==> config.mk <==
export PLATFORM = sky130hd
export DESIGN_NAME = mem_arbiter
export DESIGN_NICKNAME = d
export VERILOG_FILES = /design/src/rtl/mem_arbiter.sv
export SDC_FILE = /design/constraint.sdc
export NUM_CORES = 1
export LEC_CHECK = 0
export CAP_MARGIN = 30
export CORE_AREA = 2 2 159 161
export CTS_BUF_LIST = sky130_fd_sc_hd__clkbuf_8
export CTS_CLUSTER_DIAMETER = 150
export DETAILED_ROUTE_END_ITERATION = 8
export DIE_AREA = 0 0 161 163
export PLACE_DENSITY = 0.87
export SLEW_MARGIN = 40
export SYNTH_ARGS = -nofsm -noshare
export SYNTH_HDL_FRONTEND = slang
export SYNTH_SLANG_ARGS = --single-unit
==> constraint.sdc <==
create_clock -name clock -period 5.4 [get_ports clock]
set_input_delay 1.08 -clock clock [delete_from_list [all_inputs] [get_ports clock]]
set_output_delay 1.08 -clock clock [all_outputs]
set_load 0.02 [all_outputs]
==> src/rtl/mem_arbiter.sv <==
// Memory-bus arbiter: a store buffer plus load and instruction-fetch requesters sharing one bus.
// Grants are combinational from registered state; a request is accepted when memory returns a nonzero tag.
module mem_arbiter #(
   parameter int SB_DEPTH     = 4,
   parameter int STARVE_LIMIT = 8,
   parameter int XLEN         = 32
) (
   input  logic                      clock,
   input  logic                      reset,
   input  logic [1:0]                st_command,
   input  logic [1:0]                st_size,
   input  logic [XLEN-1:0]           st_addr,
   input  logic [XLEN-1:0]           st_data,
   input  logic                      ld_req,
   input  logic [XLEN-1:0]           ld_addr,
   input  logic [1:0]                ld_size,
   input  logic                      if_req,
   input  logic [XLEN-1:0]           if_addr,
   input  logic                      drain_req,
   input  logic [3:0]                mem2proc_response,
   output logic [1:0]                proc2mem_command,
   output logic [XLEN-1:0]           proc2mem_addr,
   output logic [63:0]               proc2mem_data,
   output logic [1:0]                proc2mem_size,
   output logic [3:0]                ld_resp,
   output logic [3:0]                if_resp,
   output logic                      sb_full,
   output logic                      sb_empty,
   output logic [$clog2(SB_DEPTH):0] sb_count,
   output logic                      sb_overflow
);

   localparam logic [1:0] BUS_NONE  = 2'd0;
   localparam logic [1:0] BUS_LOAD  = 2'd1;
   localparam logic [1:0] BUS_STORE = 2'd2;
   localparam logic [1:0] SIZE_DOUBLE = 2'd3;

   localparam int PW = $clog2(SB_DEPTH);
   localparam int SW = $clog2(STARVE_LIMIT + 1);

   typedef enum logic {NORMAL, DRAIN} mode_t;
   typedef enum logic [1:0] {G_NONE, G_STORE, G_LOAD, G_FETCH} grant_t;

   logic [XLEN-1:0] sb_addr_mem [SB_DEPTH];
   logic [XLEN-1:0] sb_data_mem [SB_DEPTH];
   logic [1:0]      sb_size_mem [SB_DEPTH];

   logic [PW-1:0]   head_reg, tail_reg;
   logic [PW:0]     count_reg, count_next;
   logic            overflow_reg;
   logic [SW-1:0]   starve_reg, starve_next;
   mode_t           mode_reg, mode_next;
   grant_t          grant;

   logic            enq, deq, accept, promoted, sb_nonempty, ld_conflict;
   logic [SB_DEPTH-1:0] conflict_vec;

   assign sb_full     = (count_reg == (PW+1)'(SB_DEPTH));
   assign sb_empty    = (count_reg == '0);
   assign sb_count    = count_reg;
   assign sb_overflow = overflow_reg;
   assign sb_nonempty = !sb_empty;

   assign enq      = (st_command == BUS_STORE) && !sb_full;
   assign accept   = (grant != G_NONE) && (mem2proc_response != 4'd0);
   assign deq      = accept && (grant == G_STORE);
   assign promoted = if_req && (starve_reg == SW'(STARVE_LIMIT));

   // An entry is live when its distance from the head is below the registered count.
   generate
      for (genvar gi = 0; gi < SB_DEPTH; gi++) begin : g_conflict
         logic [PW-1:0] offset;
         assign offset = PW'(gi) - head_reg;
         assign conflict_vec[gi] = ({1'b0, offset} < count_reg) &&
                                   (sb_addr_mem[gi][XLEN-1:3] == ld_addr[XLEN-1:3]);
      end
   endgenerate

   assign ld_conflict = ld_req && (|conflict_vec);

   always_comb begin
      grant = G_NONE;
      if (mode_reg == DRAIN && sb_nonempty)
         grant = G_STORE;
      else if (promoted)
         grant = G_FETCH;
      else if (ld_conflict)
         grant = G_STORE;
      else if (ld_req)
         grant = G_LOAD;
      else if (if_req)
         grant = G_FETCH;
      else if (sb_nonempty)
         grant = G_STORE;
   end

   always_comb begin
      proc2mem_command = BUS_NONE;
      proc2mem_addr    = '0;
      proc2mem_data    = '0;
      proc2mem_size    = '0;
      ld_resp          = 4'd0;
      if_resp          = 4'd0;
      case (grant)
         G_STORE: begin
            proc2mem_command          = BUS_STORE;
            proc2mem_addr             = sb_addr_mem[head_reg];
            proc2mem_data[XLEN-1:0]   = sb_data_mem[head_reg];
            proc2mem_size             = sb_size_mem[head_reg];
         end
         G_LOAD: begin
            proc2mem_command = BUS_LOAD;
            proc2mem_addr    = ld_addr;
            proc2mem_size    = ld_size;
            if (accept) ld_resp = mem2proc_response;
         end
         G_FETCH: begin
            proc2mem_command = BUS_LOAD;
            proc2mem_addr    = if_addr;
            proc2mem_size    = SIZE_DOUBLE;
            if (accept) if_resp = mem2proc_response;
         end
         default: ;
      endcase
   end

   always_comb begin
      count_next = count_reg;
      case ({enq, deq})
         2'b10:   count_next = count_reg + 1'b1;
         2'b01:   count_next = count_reg - 1'b1;
         default: count_next = count_reg;
      endcase
   end

   always_comb begin
      mode_next = mode_reg;
      case (mode_reg)
         NORMAL: if (count_next >= (PW+1)'(SB_DEPTH-1) || drain_req) mode_next = DRAIN;
         DRAIN:  if (count_reg == '0 && !drain_req) mode_next = NORMAL;
         default: mode_next = NORMAL;
      endcase
   end

   always_comb begin
      starve_next = starve_reg;
      if (!if_req || (accept && grant == G_FETCH))
         starve_next = '0;
      else if (starve_reg != SW'(STARVE_LIMIT))
         starve_next = starve_reg + 1'b1;
   end

   always_ff @(posedge clock or negedge reset) begin
      if (!reset) begin
         head_reg     <= '0;
         tail_reg     <= '0;
         count_reg    <= '0;
         overflow_reg <= 1'b0;
         starve_reg   <= '0;
         mode_reg     <= NORMAL;
      end else begin
         if (enq) tail_reg <= tail_reg + 1'b1;
         if (deq) head_reg <= head_reg + 1'b1;
         count_reg  <= count_next;
         starve_reg <= starve_next;
         mode_reg   <= mode_next;
         if (st_command == BUS_STORE && sb_full) overflow_reg <= 1'b1;
      end
   end

   // Storage carries no reset; liveness comes from the pointers and count.
   always_ff @(posedge clock) begin
      if (enq) begin
         sb_addr_mem[tail_reg] <= st_addr;
         sb_data_mem[tail_reg] <= st_data;
         sb_size_mem[tail_reg] <= st_size;
      end
   end

endmodule

== After elaboration in Yosys (flattened, before gate mapping) ==
Memory sizes are Yosys's and may differ from the RTL's.
Index checks and enable logic that the tools add are counted.

* Register bits: 13
* Latch bits: 0
* Bits in writable memories: 264
* Memory bits (read-only): 0
* Bits of input ports: 143
* Output and inout bits: 114
* Word-level logic and storage cells: 83
* Memories kept: 3

{| class="wikitable"
|+ Memory list
! name !! words !! bits a word !! read ports !! clocked after memory_dff !! wr ports !! line !! text
|-
| sb_addr_mem || 4 || 32 || 5 || 0 || 1 || 44 || <nowiki>logic [XLEN-1:0] sb_addr_mem [SB_DEPTH];</nowiki>
|-
| sb_data_mem || 4 || 32 || 1 || 0 || 1 || 45 || <nowiki>logic [XLEN-1:0] sb_data_mem [SB_DEPTH];</nowiki>
|-
| sb_size_mem || 4 || 2 || 1 || 0 || 1 || 46 || <nowiki>logic [1:0] sb_size_mem [SB_DEPTH];</nowiki>
|}

* Add/sub/neg operators: 9
* Multiply operators: 0
* Divide/modulo/power cells: 0
* Order comparisons: 5
* Eq/ne operators: 13
* Shifts and indexed selects: 0
* Muxes and demuxes: 21
* Bitwise gates (word level): 1
* Reductions and logical operators: 25

{| class="wikitable"
|+ Operators by type and width
! kind !! count
|-
| $eq A29 B29 Y1 || 4
|-
| $pmux W32 S3 || 1
|-
| $mux W32 || 1
|-
| $mux W4 || 5
|-
| $logic_and A1 B1 Y1 || 13
|-
| $lt A2 B3 Y1 || 4
|-
| $mux W2 || 5
|-
| $eq A2 B2 Y1 const B || 4
|-
| $pmux W2 S3 || 1
|-
| $pmux W3 S2 || 1
|-
| $mux W1 || 5
|-
| $add A2 B1 Y2 const B || 2
|-
| $add A4 B1 Y4 const B || 1
|-
| $eq A2 B1 Y1 const B || 2
|-
| $eq A4 B4 Y1 const B || 1
|-
| $logic_not A1 Y1 || 4
|-
| $ne A4 B4 Y1 const B || 1
|-
| $pmux W2 S2 || 1
|-
| $reduce_bool A2 Y1 || 2
|-
| $reduce_bool A4 Y1 || 1
|-
| $reduce_or A4 Y1 || 1
|-
| $sub A1 B2 Y2 const A || 2
|-
| $sub A2 B2 Y2 const A || 2
|-
| $add A3 B1 Y3 const B || 1
|-
| other kinds (8) || 9
|}

== Depth between registers and ports, before layout ==
Gate-level depths: netlist (run 1).

* Depth in word-level cells: 17
* Depth in mapped cells: 19
* Gate-level depth less buffers: 17

== Worst setup path after synthesis (run 1) ==
Ideal clock, no wire load.

* Path kind: reg2out
* Start point: register head_reg[0]
* End point: output port proc2mem_addr[17]
* Arrival: 3664 ps
* Data required time: 4320 ps
* Path slack: 656 ps
* Cell stages (with the launch flop): 14
* Path buffers: 4
* Cells stage by stage: dfrtp_1 > clkbuf_8 > clkbuf_1 > buf_1 > xnor2_1 > inv_1 > ha_1 > a221oi_1 > nand4_1 > nand4_1 > o21ai_1 > buf_2 > mux2i_1 > a211oi_1

* Cells in the longest elaborated chain, start to end: 10
* Elaborated cells on any way between the ends: 22
* Those cells by class: add/sub: 4; order compare: 4; eq/ne: 3; mux: 4; reduce/logical: 6; memory: 1

{| class="wikitable"
|+ Ends and longest elaborated chain
! item !! line !! text
|-
| start: declaration || 48 || <nowiki>logic [PW-1:0] head_reg, tail_reg;</nowiki>
|-
| start signal: assignment || 163 || <nowiki>if (deq) head_reg <= head_reg + 1'b1;</nowiki>
|-
| $sub A1 B2 Y2 or $sub A2 B2 Y2 (tied branches) || 73 || <nowiki>assign offset = PW'(gi) - head_reg;</nowiki>
|-
| $lt A2 B3 Y1 || 74 || <nowiki>assign conflict_vec[gi] = ({1'b0, offset} < count_reg) &&</nowiki>
|-
| $logic_and A1 B1 Y1 || 74 ||
|-
| $reduce_or A4 Y1 || 79 || <nowiki>assign ld_conflict = ld_req && (|conflict_vec);</nowiki>
|-
| $logic_and A1 B1 Y1 || 79 ||
|-
| $mux W2 || 87 || <nowiki>else if (ld_conflict)</nowiki>
|-
| $mux W2 || 85 || <nowiki>else if (promoted)</nowiki>
|-
| $mux W2 || 83 || <nowiki>if (mode_reg == DRAIN && sb_nonempty)</nowiki>
|-
| $eq A2 B2 Y1 or $eq A2 B1 Y1 (tied branches) || 104 || <nowiki>case (grant)</nowiki>
|-
| $pmux W32 S3 (*) || 104 ||
|-
| end: declaration || 22 || <nowiki>output logic [XLEN-1:0] proc2mem_addr,</nowiki>
|}

Mark *: on every way between the ends. The rest lies on a longest branch, timed or not.

== Worst setup path in the final report (run 1) ==
* Start point: input port ld_addr[29]
* End point: output port proc2mem_addr[4]

* Cells in the longest elaborated chain, start to end: 9
* Elaborated cells on any way between the ends: 17
* Those cells by class: eq/ne: 7; mux: 4; reduce/logical: 6

{| class="wikitable"
|+ Ends and longest elaborated chain
! item !! line !! text
|-
| start: declaration || 15 || <nowiki>input logic [XLEN-1:0] ld_addr,</nowiki>
|-
| $eq A29 B29 Y1 || 75 || <nowiki>(sb_addr_mem[gi][XLEN-1:3] == ld_addr[XLEN-1:3]);</nowiki>
|-
| $logic_and A1 B1 Y1 || 74 ||
|-
| $reduce_or A4 Y1 (*) || 79 ||
|-
| $logic_and A1 B1 Y1 (*) || 79 ||
|-
| $mux W2 (*) || 87 ||
|-
| $mux W2 (*) || 85 ||
|-
| $mux W2 (*) || 83 ||
|-
| $eq A2 B2 Y1 or $eq A2 B1 Y1 (tied branches) || 104 ||
|-
| $pmux W32 S3 (*) || 104 ||
|}

Marked as above.

==> impl_results.md, run 1 <==
- Run status: finished clean
- Congestion Overflow GR: 0
- Tcrit/Tclk final: between 90% and 100%
- EDFF count, synth: approximately 260
- Worst Slack Setup Final: 69.3 ps
- Detailed Routing Iterations Pass 1: 5
- Slew margin rel.: around 47%
- Cell repeated most along the worst path: a22o_1
- Min Tclk post-route: 5330 ps
- CP Max Fanout: 12
- #FFs+latches synth: 277
- Sequential share of the synthesized area: between 60% and 70%
- ANT nets after route: 0
- Worst-skew pair later-pin latency: 570 ps
- Post-Synthesis Cell Area: between 10000 and 15000 um2
- # DRC: 0
- CTS Sinks: between 200 and 300
- Initial Util: 53.0%
- Drt total wl: approximately 34000 um
- Non-filler cells, final: 1469
- Internal power: slightly above 5 mW
- Vias per inst: 5.67
- Worst-path clk slew: around 60 ps
- Hold slack: ~470 ps
- Area Overhead vs Synth: 29.2%
- IO buf count: 224
- Sequential power share: between 30% and 40%
- Clock root cell: clkbuf_8
- Yosys warns: 0
- Largest net degree at the start of global routing: 52
- CP arrival: approximately 4300 ps
- Fin. max-slew vios: 0
- Worst Path Buf+Inv: 3
- Setup TNS: 0 ps
- Cell count after placement: approximately 1400
- Cell family with most CP delay: simple AND/OR/NAND/NOR gates
- WP data required: roughly 4300 ps
- Post-DP HPWL: 24000 um
- Hold Fails Final Rpt: 0
- Leak: roughly 6.3 nW
- Max-capacitance violation count: 0
- Rows: between 50 and 60
- Slew @ Worst Pin: about 800 ps
- Pre-CTS WS: -445 ps
- RSZ-0062 raised after global routing: false
- Io pins: 257
- PwrDens: approximately 480 nW/um2
- Post-Synthesis Mean Instance Area: 16.0 um2
- Die W: between 150 and 200 um
- Clock group share of total power: between 15 and 20%
- Main synth FF type: edfxtp_1
- First-pass GRT wire length: around 50000 um
- Post-layout nets: 1255
- Logic pwr share: a little under half
- Setup crit start kind: primary input
- Net load switching power: 2.96 mW
- H-tree levels: 2
- Switching Share: roughly 36%
- Max Clk Rate: 188 MHz
- Post-synth cell types: between 40 and 50
- Final setup vio count: 0
- Ys async rst share: under 10%
- CTS Buffer Depth: 3
- Core Area: about 25000 um2
- Total number of vias: approximately 8300
- Iteration-0 DRC Markers: between 500 and 600
- Inserted Clock Buffers: 45
- Biggest regs: sb_addr_mem x128, sb_data_mem x128, sb_size_mem x8
- CP peak stage delay: around 550 ps
- Initial antenna violation count: 8
- CP max-delay cell: or4_1
- CTS tree: yes
- Share of layout cells above drive strength 1: 19.9%
- Worst Hold Class: reg2reg
- Critical path capture point type: primary output
- Total Routing Usage GR: between 20% and 30%
- Mapped Cells: 819
- Crit path kind: in2out
- Worst-path cell chain: clkdlybuf4s50_1 > xor2_1 > nor4_2 > nand4_1 > or4_1 > and2_1 > a31o_1 > buf_12 > a22o_1 > a22o_1 > dlygate4sd2_1
- Worst vdd rail ir drop: 0.421 mV
- Vias in the first global route: roughly 8500
- Design Area, Final: 16900 um2
- Die area: 26200 um2
- Mean routed wirelength per cell: approximately 23 um
- Clk_skew: ~28 ps
- Total of fill cells in the finished design: roughly 1700
- Dpl cell area: between 15000 and 20000 um2
- Die H: 163 um
- RePlAce Congestion: 0.850
==> power by group through the flow <==
stage | Sequential [mW] | Clock [mW] | Combinational, mW
6_report | 2.78 | 1.59 | 3.79
5_1_grt | 2.80 | 1.71 | 4.03
4_1_cts | 2.78 | 1.62 | 3.84
3_5_place_dp | 2.82 | 0 | 3.97
3_3_place_gp | 2.81 | 0 | 3.88
2_1_floorplan | 2.78 | 0 | 2.35
==> layout by cell type (no fill, tap or decap), drive strengths merged, types with 6 or more instances in the layout <==
| cell type | n |
|---|---|
| edfxtp | 264 |
| clkdlybuf4s50 | 151 |
| buf | 74 |
| xnor2 | 72 |
| mux4 | 66 |
| xor2 | 54 |
| clkbuf | 50 |
| nor2 | 36 |
| inv | 35 |
| dlymetal6s2s | 34 |
| nor2b | 32 |
| conb | 32 |
| dlygate4sd2 | 31 |
| a22o | 25 |
| nand4 | 21 |
| mux2i | 20 |
| a211oi | 19 |
| clkinv | 16 |
| nor4 | 14 |
| dfrtp | 13 |
| nand2 | 11 |
| ha | 11 |
| a21oi | 8 |
| nor3 | 6 |
| o21ai | 6 |
==> Yosys cell counts (14+ instances only) <==
| cell type | instances | area (um2) |
|---|---|---|
| buf_2 | 15 | 75.1 |
| a211oi_1 | 18 | 135 |
| edfxtp_1 | 264 | 7930 |
| mux2i_1 | 20 | 200 |
| nor2_1 | 36 | 135 |
| xnor2_1 | 72 | 631 |
| inv_1 | 17 | 63.8 |
| clkbuf_1 | 36 | 135 |
| a22o_1 | 22 | 193 |
| xor2_1 | 54 | 473 |
| buf_4 | 35 | 263 |
| mux4_2 | 66 | 1490 |
| nor4_1 | 14 | 87.6 |
| nor2b_1 | 32 | 200 |
| nand4_1 | 21 | 131 |
==> area by class of cell <==
cell class	instances	area (um2)	share of cell area (%)
well taps	330	413	2.44
clock buffers	45	619	3.66
multi-input cells	462	4390	26.0
inverters	17	63.8	0.377
clock inverters	36	161	0.955
repair buffers	297	2990	17.7
flip-flops and latches	277	8260	48.9
diodes	5	12.5	0.0740
==> routing by layer <==
metal	wire (um)	global-route usage, %	vias to the layer above
met5	54	0	-
met4	985	9.17	8
met3	3090	6.82	71
met2	17100	43.9	460
met1	12400	31.4	4150
li1	-	-	3640
==> cells by family (layout without fill, tap and decap cells) <==
kind of cell | Yosys count | count (layout) | synth area share (%)
compound gates | 67 | 67 | 3.95
xor+xnor | 126 | 126 | 8.43
fa+ha+maj | 12 | 12 | 1.20
buf+inv | 111 | 395 | 4.67
flops | 277 | 277 | 63.1
mux | 87 | 87 | 13.0
other cells | 1 | 37 | 0.0287
simple gates | 138 | 138 | 5.66
==> per-stage QoR <==
stage	power, mW	utilization [%]
after floorplan	5.12	-
after global placement	6.68	64.4
after detailed placement	6.79	64.9
after CTS	8.23	68.0
after global routing	8.54	68.5
final	8.16	68.5
==> what timing repair did <==
| action | 4_1_cts | 5_1_grt |
|---|---|---|
| pin swaps | 2 | 2 |
| endpoints found under the setup margin | 68 | 61 |
| endpoints found under the hold margin | 0 | 0 |
| hold buffers | 0 | 0 |
| resized for setup | 42 | 45 |
| gates cloned | 0 | 1 |
| buffers inserted | 0 | 2 |
==> worst paths after layout <==
check                             from                to  slack, ps  cells past startpoint
hold / removal             sb_overflow       sb_overflow        470                      1
setup / recovery           ld_addr[29]  proc2mem_addr[4]         70                     11
min in group asynchronous        reset       sb_overflow        930                      1
setup reg to reg           head_reg[1]          mode_reg        800                     16
max in group asynchronous        reset       head_reg[1]       4010                      1
hold reg to reg            sb_overflow       sb_overflow        470                      1
(Power assumes the default switching activity.)
==> run 2, diff against run 1 <==
--- a/config.mk
+++ b/config.mk
@@ -11,6 +11,7 @@
 export CTS_CLUSTER_DIAMETER = 150
 export DETAILED_ROUTE_END_ITERATION = 8
 export DIE_AREA = 0 0 161 163
+export HOLD_SLACK_MARGIN = 0.15
 export PLACE_DENSITY = 0.87
 export SLEW_MARGIN = 40
 export SYNTH_ARGS = -nofsm -noshare
==> results of run 2 <==
Same layout as run 1: the final DEF is identical, and so are final timing and power.
